$ cat config.mk
export PLATFORM = sky130hd
export DESIGN_NAME = bcd_score_counter
export DESIGN_NICKNAME = d
export VERILOG_FILES = /design/src/rtl/bcd_score_counter.sv
export SDC_FILE = /design/constraint.sdc
export NUM_CORES = 1
export LEC_CHECK = 0
export CORE_MARGIN = 5
export CORE_UTILIZATION = 52
export DETAILED_ROUTE_END_ITERATION = 8
export PLACE_DENSITY = 0.77
export SKIP_CTS_REPAIR_TIMING = 1
export SLEW_MARGIN = 20
export SYNTH_ARGS = -nofsm -noshare
export SYNTH_HDL_FRONTEND = slang
export SYNTH_SLANG_ARGS = --single-unit
export TNS_END_PERCENT = 5
$ cat constraint.sdc
create_clock -name clock -period 4.65 [get_ports clock]
set_clock_uncertainty 0.05 [all_clocks]
set_input_delay 1.1625 -clock clock [delete_from_list [all_inputs] [get_ports clock]]
set_output_delay 1.1625 -clock clock [all_outputs]
set_load 0.02 [all_outputs]
$ cat src/rtl/bcd_score_counter.sv
// bcd_score_counter
//
// Multi-digit saturating BCD score counter with hit-streak bonus.
// Hit and miss are level inputs; each rising edge is one event. Once the
// streak of consecutive hits reaches BONUS_STREAK, every further hit scores 2.
// Misses decrement with BCD borrow and floor at zero. An add that carries out
// of the top digit pins the score at all 9s and sets the sticky saturated flag.
//
// Optional feature: define SCORE_HISCORE_EN to keep a high-score register that
// survives clear and is only zeroed by reset. Without it, hiscore is tied to 0.
//
// Parameters:
//   DIGITS        number of BCD digits, 1..8
//   BONUS_STREAK  consecutive hits before each hit scores 2, 1..15
//
// Ports:
//   clock      in   sole clock, rising edge
//   reset      in   synchronous, active-low
//   hit        in   hit level; rising edge = one hit event
//   miss       in   miss level; rising edge = one miss event
//   clear      in   synchronous new-round clear, active-high (hiscore kept)
//   score      out  packed BCD score, digit 0 (units) in [3:0]
//   bonus      out  high while the streak has reached BONUS_STREAK
//   saturated  out  sticky overflow flag
//   hiscore    out  packed BCD high score (0 when SCORE_HISCORE_EN undefined)

module bcd_score_counter #(
    parameter int unsigned DIGITS       = 2,
    parameter int unsigned BONUS_STREAK = 5
) (
    input  logic                clock,
    input  logic                reset,
    input  logic                hit,
    input  logic                miss,
    input  logic                clear,
    output logic [4*DIGITS-1:0] score,
    output logic                bonus,
    output logic                saturated,
    output logic [4*DIGITS-1:0] hiscore
);

    localparam int unsigned W          = 4 * DIGITS;
    localparam logic [3:0]  STREAK_MAX = 4'(BONUS_STREAK);
    localparam logic [W-1:0] ALL_NINES = {DIGITS{4'h9}};

    logic         hit_q;
    logic         miss_q;
    logic         hit_ev;
    logic         miss_ev;
    logic [3:0]   streak;
    logic [3:0]   streak_nxt;
    logic [W-1:0] score_nxt;
    logic [W-1:0] sum_v;
    logic [W-1:0] diff_v;
    logic         carry_out;
    logic         sat_nxt;
    logic         bonus_nxt;
    logic [1:0]   inc;

    // Ripple BCD add of a small increment (1 or 2); MSB of the result is the
    // carry out of the top digit.
    function automatic logic [W:0] bcd_add(input logic [W-1:0] a,
                                           input logic [1:0]   step);
        logic [W-1:0] r;
        logic [4:0]   d;
        logic [1:0]   c;
        r = a;
        c = step;
        for (int unsigned i = 0; i < DIGITS; i++) begin
            d = {1'b0, a[4*i +: 4]} + {3'b000, c};
            if (d > 5'd9) begin
                r[4*i +: 4] = 4'(d - 5'd10);
                c           = 2'd1;
            end else begin
                r[4*i +: 4] = d[3:0];
                c           = 2'd0;
            end
        end
        return {(c != 2'd0), r};
    endfunction

    // BCD decrement by one with borrow; zero stays zero.
    function automatic logic [W-1:0] bcd_dec(input logic [W-1:0] a);
        logic [W-1:0] r;
        logic         b;
        r = a;
        b = (a != '0);
        for (int unsigned i = 0; i < DIGITS; i++) begin
            if (b) begin
                if (a[4*i +: 4] == 4'd0) begin
                    r[4*i +: 4] = 4'd9;
                end else begin
                    r[4*i +: 4] = a[4*i +: 4] - 4'd1;
                    b           = 1'b0;
                end
            end
        end
        return r;
    endfunction

    always_comb begin
        hit_ev  = hit & ~hit_q;
        miss_ev = miss & ~miss_q;
        inc     = (streak == STREAK_MAX) ? 2'd2 : 2'd1;
        {carry_out, sum_v} = bcd_add(score, inc);
        diff_v  = bcd_dec(score);

        score_nxt  = score;
        streak_nxt = streak;
        sat_nxt    = saturated;

        if (clear) begin
            score_nxt  = '0;
            streak_nxt = '0;
            sat_nxt    = 1'b0;
        end else if (hit_ev && miss_ev) begin
            streak_nxt = '0;
        end else if (hit_ev) begin
            if (carry_out) begin
                score_nxt = ALL_NINES;
                sat_nxt   = 1'b1;
            end else begin
                score_nxt = sum_v;
            end
            streak_nxt = (streak == STREAK_MAX) ? streak : streak + 4'd1;
        end else if (miss_ev) begin
            score_nxt  = diff_v;
            streak_nxt = '0;
        end

        bonus_nxt = (streak_nxt == STREAK_MAX);
    end

    always_ff @(posedge clock) begin
        if (!reset) begin
            score     <= '0;
            streak    <= '0;
            bonus     <= 1'b0;
            saturated <= 1'b0;
            hit_q     <= 1'b0;
            miss_q    <= 1'b0;
        end else begin
            score     <= score_nxt;
            streak    <= streak_nxt;
            bonus     <= bonus_nxt;
            saturated <= sat_nxt;
            hit_q     <= hit;
            miss_q    <= miss;
        end
    end

`ifdef SCORE_HISCORE_EN
    // Packed BCD compares correctly as unsigned binary.
    always_ff @(posedge clock) begin
        if (!reset) begin
            hiscore <= '0;
        end else if (score_nxt > hiscore) begin
            hiscore <= score_nxt;
        end
    end
`else
    assign hiscore = '0;
`endif

endmodule
==> results.txt <==
* Period utilization: between 80% and 90%
- First-pass detailed-route iteration total: 4
* Dpl hpwl: 2343 um
- Internal reg-to-reg setup slack: 0.57 ns
- Internal power component: 0.0002105 W
- The number of antenna diodes in the final layout is 0.
- Yosys mapped a number of flops with a built-in enable equal to 0.
* Hold crit path type: reg2reg
* Seq pwr share: 48.8%
* Worst Setup Start Kind: flip-flop
- Total routing usage reported by global routing: 17.88%
* Clk root buf: clkbuf_4
* Total number of vias: 1,323
- Total of flip-flops plus latches after synthesis: 16
- The analysis attributes to cell leakage a power of around 0.52 nW.
* Number of failing hold endpoints at the final stage: 0
- The critical path goes through inv_1, ha_1, nand3b_1, ha_1, inv_1, fa_1, nand2_1, a21oi_1, nor3_1, ha_1, ha_1, nand2b_1, a31oi_1, nor3_1, nor4_1, o221a_2.
* Die area: 3646 um2
* Total of endpoints with negative setup slack in the final report: 0
* Count of standard-cell rows: 18
- Once detail routing completed, the nets flagged for antenna violations numbered 0.
- GP Congestion: slightly above 0.8
- After synthesis, flip-flops and latches occupy roughly 24% of the total area.
- Largest voltage drop on the vdd net: 241.8 uV
- At the pin with the least slew margin, the transition time is 0.5840 ns.
- From left edge to right edge, the die measures 60.39 um.
- Layout cell share with drive strength beyond 1: 6.077%
- In the final routed layout, each cell accounts on average for 14.55 um.
* Area leader, netlist: dfxtp_1
- Area delta synth->final: 11.85%
* Starting Density: 53.77%
* Max Buffers Root-to-Sink: 2
* Final Max Slew Viols: 0
* Pwr per Cell Area: 203.0 nW/um2
- Largest net degree at the start of global routing: 18
- CP endpoint kind: flip-flop
- Commonest register cell after synthesis: dfxtp_1
* Launch instance of the worst min-delay path: saturated
* Number of cells on the worst reg-to-reg path: 16
* Kind of critical path: reg2reg
* Run status: finished, final reports clean
- Proportion of register bits with asynchronous set or reset after synthesis: 0%
- For this run, the post-layout net count is about 200.
- YS warnings: 0
- The detailed router finished its first iteration with 37 violations.
- Final-layout setup total negative slack: 0 ns
- Among the stages of the critical path, the cell type that occurs most often is ha_1.
- Clock tree from TritonCTS: built
- The total area inside the core boundary comes to 2455 um2.
* Largest cells by area after synthesis: dfxtp_1, ha_1, nor2_1, buf_4, a21oi_1
- Post-route total power: 0.0002997 W
* Net switching power of the design: between 0.00008 and 0.00009 W
- STA puts the critical path data required time at 4.80 ns.
- The number of antenna violations at the first check in global routing is 0.
* Clock buffer count from CTS: 3
* Normalized max-slew margin: ~61%
- Count of cells along the worst hold path: 2
- Buffers placed on the I/O ports in this run total 14.
* Worst-path maximum fanout: 10
- Number of different library cells in the post-synthesis netlist: 48
* Number of top-level design ports: 23
- Measured along the y axis, the die boundary spans roughly 60 um.
- Clock-pin slew was measured on the worst setup and hold paths at 0.10 ns.
* Commonest cells after routing, fill and taps aside: nor2_1, dfxtp_1, clkdlybuf4s50_1, a21oi_1, nand2_1
* Utilization after layout: between 60 and 70%
* Per-cell via count in the routed design: 6.270
- Reg-to-reg startpoint: streak[1]
- The slowest stage of the critical path belongs to the cell fa_1.
- Final worst-path setup slack: around 0.57 ns
- Area of the mapped netlist: 1320 um2
- After global routing the overflow that remains totals 0.
* Terminus of the critical flop-to-flop path: score[2]
* Comb power frac: a little under 20%
- The later pin in the worst-skew pair is clocked with a latency of 0.30 ns.
- After synthesis, the largest area contributor takes up 24.27% of total cell area.
- Timing analysis after detailed placement gives a worst setup slack of 0.6431 ns.
* Hold Crit Endpoint: saturated
- Net switching fraction of the power: 29.77%
* Final critical path time including I/O delays and setup: 4.076 ns
* Highest clock frequency the design can meet: 245.4 MHz
* Wire length of the first global-routing pass: between 5000 and 6000 um
- Stage delay of the slowest cell on the critical path: 0.69 ns
* Final Routed Wirelength: slightly above 3000 um
- At the worst endpoint, the arrival time is ~4.2 ns.
* Level count of the clock H-tree: 1
- The via count of the first global-routing pass was roughly 1,200.
- Setup repair after global routing left no endpoint under its margin.
- Remaining design rule violation count: 0
- Synthesized netlist cell count: 171
- For this design, the sink count on the clock tree is 16.
- Dividing the synthesized area by the synthesized cell count gives around 7.7 um2.
- Number of maximum-capacitance violations: 0
* Leading cell type in the layout, fill and taps excluded: nor2_1
- Part of the total power dissipated in the clock network: 31.4%
==> layout make-up <==
cell class	count	area, um2
well taps	30	37.54
multi-input cells	139	908.4
inverters	7	26.28
fillers	221	978.4
clock buffers	4	36.28
repair buffers	15	147.6
flip-flops and latches	16	320.3
==> layer usage <==
layer  up-vias  share of wire (%)  track usage [%]  wire length, um
li1        640                  -                -                -
met1       628                 46            23.45             1413
met2        48                 47            28.70             1452
met3         7                5.6            3.617              171
met4         0                1.0            7.278               32
met5         -                  0                0                0
==> power groups by stage <==
| stage | Sequential, W | Combinational [W] | Clock [W] |
|---|---|---|---|
| 3_5_place_dp | 0.000149 | 0.0000585 | 0 |
| 4_1_cts | 0.000146 | 0.0000588 | 0.0000952 |
| 6_report | 0.000146 | 0.0000594 | 0.0000940 |
| 2_1_floorplan | 0.000149 | 0.0000477 | 0 |
| 5_1_grt | 0.000147 | 0.0000652 | 0.000105 |
| 3_3_place_gp | 0.000149 | 0.0000574 | 0 |
==> sequential cells by signal (all words and copies together), names as in the netlist <==
name and flops:
streak 4, hit_q 1, miss_q 1, saturated 1, score 8, bonus 1
==> synth_stat cells, types with 7 or more instances <==
master / instances
o21ai_0: 8
dfxtp_1: 16
clkbuf_1: 7
buf_4: 8
ha_1: 7
nor3_1: 7
a21oi_1: 11
nor2_1: 17
nand2_1: 10
inv_1: 7
==> through the flow <==
stage                     hold WS [ns]  instance area (um2)  cells
after floorplan                 0.4387                 1346    178
after global placement          0.4293                 1440    207
after detailed placement        0.4124                 1440    207
after CTS                       0.4494                 1476    211
after global routing            0.4946                 1476    211
final                           0.4419                 1476    211
==> worst max-delay path by stage <==
stage	endpoint	slack [ns]	startpoint
6_report	score[2]	0.57	streak[1]
4_1_cts	score[2]	0.62	streak[1]
3_5_place_dp	score[2]	0.64	streak[1]
5_1_grt	score[0]	0.29	streak[1]
2_1_floorplan	score[2]	1.02	streak[1]
3_3_place_gp	score[2]	0.81	streak[1]
==> logic make-up after synthesis <==
group	count (synthesis)	share of synthesized area (%)
mux	3	2.275
fa+ha+maj	8	8.151
flops	16	24.27
simple gates	66	27.40
compound gates	50	26.07
other cells	1	0.2841
buf+inv	23	8.910
xor+xnor	4	2.655
==> critical path: cells and delay by family (launching register included) <==
family / cells / cell delay, ns
adders and majority gates: 5 / 1.70
and+or+nand+nor: 6 / 1.16
AOI/OAI and AO/OA: 3 / 0.54
DFF: 1 / 0.39
buffers and inverters: 2 / 0.14
(Power assumes the default switching activity.)
